### src/rtl/demux_frame_sequencer.sv
// Serial frame sequencer: two address bits set the demux selects, then PAYLOAD_LEN
// data bits are forwarded on dout. Optional even-parity check via DEMUX_FRAME_PARITY_EN.
module demux_frame_sequencer #(
  parameter int PAYLOAD_LEN = 4
) (
  input  logic       clk,
  input  logic       rst_n,
  input  logic       start,
  input  logic       din,
  input  logic       din_valid,
  output logic       s0,
  output logic       s1,
  output logic       dout,
  output logic       dout_valid,
  output logic       busy,
  output logic       frame_done,
  output logic       parity_err,
  output logic [2:0] fsm_state
);

  typedef enum logic [2:0] {
    IDLE   = 3'd0,
    ADDR0  = 3'd1,
    ADDR1  = 3'd2,
    DATA   = 3'd3,
`ifdef DEMUX_FRAME_PARITY_EN
    PARITY = 3'd4,
`endif
    DONE   = 3'd5
  } state_t;

  localparam logic [3:0] LAST_IDX = 4'(PAYLOAD_LEN - 1);

  state_t     state, state_d;
  logic       a0_q, a0_d;
  logic [3:0] cnt_q, cnt_d;
  logic       s0_d, s1_d, dout_d, dv_d, fd_d;

`ifdef DEMUX_FRAME_PARITY_EN
  // a1 is only needed for the parity sum; otherwise s1 already carries it.
  logic a1_q, a1_d;
  logic ppar_q, ppar_d;
  logic perr_q, perr_d;
`endif

  // Handshake: a bit transfers on a rising edge where din_valid=1 and the FSM is in
  // ADDR0/ADDR1/DATA/PARITY; there is no back-pressure, so din_valid=0 simply stalls.
  always_ff @(posedge clk or negedge rst_n) begin
    if (!rst_n) state <= IDLE;
    else        state <= state_d;
  end

  always_comb begin
    state_d = state;
    a0_d    = a0_q;
    cnt_d   = cnt_q;
    s0_d    = s0;
    s1_d    = s1;
    dout_d  = 1'b0;
    dv_d    = 1'b0;
    fd_d    = 1'b0;
`ifdef DEMUX_FRAME_PARITY_EN
    a1_d    = a1_q;
    ppar_d  = ppar_q;
    perr_d  = 1'b0;
`endif
    case (state)
      IDLE: begin
        if (start) begin
          state_d = ADDR0;
          cnt_d   = 4'd0;
`ifdef DEMUX_FRAME_PARITY_EN
          ppar_d  = 1'b0;
`endif
        end
      end
      ADDR0: begin
        if (din_valid) begin
          a0_d    = din;
          state_d = ADDR1;
        end
      end
      ADDR1: begin
        // Both selects switch on one edge so the demux never sees a mixed address.
        if (din_valid) begin
          s0_d    = a0_q;
          s1_d    = din;
          state_d = DATA;
`ifdef DEMUX_FRAME_PARITY_EN
          a1_d    = din;
`endif
        end
      end
      DATA: begin
        if (din_valid) begin
          dout_d = din;
          dv_d   = 1'b1;
          cnt_d  = cnt_q + 4'd1;
`ifdef DEMUX_FRAME_PARITY_EN
          ppar_d = ppar_q ^ din;
          if (cnt_q == LAST_IDX) state_d = PARITY;
`else
          if (cnt_q == LAST_IDX) begin
            state_d = DONE;
            fd_d    = 1'b1;
          end
`endif
        end
      end
`ifdef DEMUX_FRAME_PARITY_EN
      PARITY: begin
        if (din_valid) begin
          state_d = DONE;
          fd_d    = 1'b1;
          perr_d  = a0_q ^ a1_q ^ ppar_q ^ din;
        end
      end
`endif
      DONE:    state_d = IDLE;
      default: state_d = IDLE;
    endcase
  end

  always_ff @(posedge clk or negedge rst_n) begin
    if (!rst_n) begin
      a0_q       <= 1'b0;
      cnt_q      <= 4'd0;
      s0         <= 1'b0;
      s1         <= 1'b0;
      dout       <= 1'b0;
      dout_valid <= 1'b0;
      frame_done <= 1'b0;
    end else begin
      a0_q       <= a0_d;
      cnt_q      <= cnt_d;
      s0         <= s0_d;
      s1         <= s1_d;
      dout       <= dout_d;
      dout_valid <= dv_d;
      frame_done <= fd_d;
    end
  end

`ifdef DEMUX_FRAME_PARITY_EN
  always_ff @(posedge clk or negedge rst_n) begin
    if (!rst_n) begin
      a1_q   <= 1'b0;
      ppar_q <= 1'b0;
      perr_q <= 1'b0;
    end else begin
      a1_q   <= a1_d;
      ppar_q <= ppar_d;
      perr_q <= perr_d;
    end
  end
  assign parity_err = perr_q;
`else
  assign parity_err = 1'b0;
`endif

  assign busy      = (state != IDLE);
  assign fsm_state = state;

endmodule
### config.mk
export PLATFORM = sky130hd
export DESIGN_NAME = demux_frame_sequencer
export DESIGN_NICKNAME = d
export VERILOG_FILES = /design/src/rtl/demux_frame_sequencer.sv
export SDC_FILE = /design/constraint.sdc
export NUM_CORES = 1
export LEC_CHECK = 0
export CAP_MARGIN = 30
export CORE_AREA = 2 2 41 43
export CTS_CLUSTER_SIZE = 12
export DETAILED_ROUTE_END_ITERATION = 8
export DIE_AREA = 0 0 43 45
export GPL_ROUTABILITY_DRIVEN = 0
export PLACE_DENSITY = 0.7
export RECOVER_POWER = 50
export SYNTH_ARGS = -nofsm -noshare
export SYNTH_HDL_FRONTEND = slang
export SYNTH_SLANG_ARGS = --single-unit
### constraint.sdc
create_clock -name clk -period 2.66 [get_ports clk]
set_clock_uncertainty 0.2 [all_clocks]
set_input_delay 0.665 -clock clk [delete_from_list [all_inputs] [get_ports clk]]
set_output_delay 0.665 -clock clk [all_outputs]
set_load 0.03 [all_outputs]
==> flow_summary.yaml <==
global_routing:
  grt_pass1_vias: 419
  grt_max_degree: 14
  grt_pass1_wl_um: 1850
  grt_use_total_pct: 13.4
  overflow: 0
  antenna_found_initial: 0
power_and_ir_drop:
  p_per_area_nw_per_um2: 854
  power_uw: 672
  p_leak_uw: 0.000335
  ir_worst_vdd_mv: 0.375
place:
  io_buffers: 13
  dp_hpwl_um: 748
floorplan:
  dieArea_um2: 1940
  die_y_um: 45
  ios: 15
  die_w_um: 43
  rows: 14
  core_area_um2: 1470
  initial_utilization_pct: 42.9
sta:
  fin_crit_ns: 2.38
  drv_slew: 0
  worstMarginPinSlew_ns: 0.556
  slew_headroom_pct: 62.8
  setup_viol: 0
  fmax_mhz: 420
  rsz0062_at_grt: "no"
  period_share_pct: 89.4
  finalHoldViolCount: 0
  tns_ns: 0
clock_network:
  cts_made_buffers: 3
  clkTransAtPathRegs_ns: 0.08
  cts_tree: "yes"
  clock_sinks: 13
  h-tree-depth: 1
  cts.hold.buffers_added: 0
  insertion_delay_ns: 0.27
  cts-root-buf: "clkbuf_4"
  cts_buffer_depth: 2
  post-cts-setup-buffer-count: 0
worst_hold_path:
  hp-class: "reg -> reg"
status:
  outcome: "finished clean"
yosys:
  yosys.area_share.simple_pct: 21.0
  synthMuxAreaShare_pct: 12.1
  syn-num-nets: 57
  synth_compound_area_share_pct: 7.34
  synth-xor-area-share_pct: 0
  synthAdderAreaFrac_pct: 1.98
  synth_top_family_by_area: "simple AND/OR/NAND/NOR gates"
  seq_area_frac_synth_pct: 51.6
  synth-warning-count: 0
  ys_ff_latch: 13
  synth_area_um2: 631
  ys_types: 27
  syn_inst: 51
  avgSynthCellArea_um2: 12.4
final_layout:
  final_common_cell: "dfrtp_1"
  n_antenna_cell: 0
  register_area_um2: 325
  fillCellCount: 128
  final_cell_mix: "dfrtp_1 (13), clkdlybuf4s50_1 (10)"
  final_util_pct: 53.5
  nets: 72
  drive_above_1_share_pct: 15.4
  syn2layout_area_growth_pct: 24.8
  multi_input_area_um2: 272
route:
  drc: 0
  via_per_inst: 5.51
  wirelength_um: 1020
  first_pass_iters: 4
  wl_per_cell_um: 12.6
  drtIter0Drc: 7
  dr_total_vias: 446
  final_antenna_net_count: 0
setup_path:
  start_kind: "flip-flop"
  crit_fanout: 8
  path_cells: "clkdlybuf4s50_1"
  crit_arrival_ns: 1.51
  required_ns: 1.79
  endpoint_kind: "output port"
  crit_family: "buffers and inverters"
  critPathMaxStageDelay_ns: 0.73
  path_class: "reg -> out"
  crit_slowest_cell: "clkdlybuf4s50_1"
  critical_path_buf_inv_count: 1
run:
  drv_cap: 0
-- power by group --
group	leakage, uW	switching (uW)	internal [uW]
clock	0.0000150	62.1	58.1
sequential	0.000151	43.1	253
combinational	0.000169	118	138
total	0.000335	223	449
-- layer usage --
layer	track usage [%]	wire [um]	up-vias
met5	0	0	-
met4	5.45	10	0
met3	6.00	67	2
met2	21.8	492	10
met1	15.7	451	220
li1	-	-	214
-- final cells by class --
| cell class | count | share of cell area, % |
|---|---|---|
| Tap cell | 16 | 2.54 |
| Timing Repair Buffer | 15 | 18.3 |
| Multi-Input combinational cell | 33 | 34.5 |
| Sequential cell | 13 | 41.3 |
| Clock buffer | 4 | 3.34 |
-- synth_stat cells --
| cell | n | share of area, % |
|---|---|---|
| buf_6 | 1 | 1.8 |
| nand3_1 | 1 | 0.79 |
| a311oi_1 | 1 | 1.4 |
| a32o_1 | 2 | 3.2 |
| mux2_1 | 2 | 3.6 |
| and4_4 | 1 | 1.8 |
| a21oi_1 | 2 | 1.6 |
| nor2_1 | 1 | 0.59 |
| or3_1 | 1 | 0.99 |
| conb_1 | 1 | 0.59 |
| buf_4 | 1 | 1.2 |
| nor2_2 | 1 | 0.99 |
| nor2b_4 | 1 | 2.2 |
| nand2_1 | 3 | 1.8 |
| mux2i_1 | 2 | 3.2 |
| nor4b_1 | 1 | 1.4 |
| nor2b_1 | 1 | 0.99 |
| nor4bb_1 | 3 | 4.8 |
| and2_1 | 1 | 0.99 |
| mux2_2 | 3 | 5.4 |
| and4b_1 | 1 | 1.6 |
| ha_1 | 1 | 2.0 |
| buf_2 | 3 | 2.4 |
| and3b_1 | 1 | 1.4 |
| nor3_1 | 1 | 0.79 |
| dfrtp_1 | 13 | 52 |
| a21o_1 | 1 | 1.2 |
-- worst paths after layout --
check	start	endpoint	slack, ns	cells after the start
max	fsm_state[2]	fsm_state[2]	0.28	1
min	s0	s0	0.29	1
max reg2reg	fsm_state[2]	cnt_q[0]	1.04	3
min reg2reg	s0	s0	0.29	1
max in group asynchronous	rst_n	cnt_q[3]	1.28	1
min in group asynchronous	rst_n	fsm_state[2]	0.62	1
-- flip-flops by register name, indices dropped and copies added, names as in the netlist --
name and flops:
cnt_q 4, dout_valid 1, s1 1, frame_done 1, dout 1, s0 1
a0_q 1, fsm_state 3
-- per-stage QoR --
stage	cells	hold WS [ns]	worst slack, ns	area (um2)
2_1_floorplan	51	0.169	0.638	631
3_3_place_gp	77	0.274	0.376	762
3_5_place_dp	77	0.283	0.359	762
4_1_cts	81	0.302	0.0568	788
5_1_grt	81	0.324	0.228	787
6_report	81	0.292	0.282	787
-- cells by family (layout without fill, tap and decap cells) --
| family | after synthesis | after routing |
|---|---|---|
| adders and majority gates | 1 | 1 |
| AOI/OAI and AO/OA | 6 | 6 |
| and+or+nand+nor | 18 | 18 |
| buffers and inverters | 5 | 19 |
| other | 1 | 1 |
| muxes | 7 | 7 |
| DFF | 13 | 13 |
-- what timing repair did --
item	4_1_cts	5_1_grt
endpoints found under the setup margin	0	1
hold endpoints to repair	0	0
gates resized for setup	0	1
No activity file was read; power rests on OpenSTA's default activity.
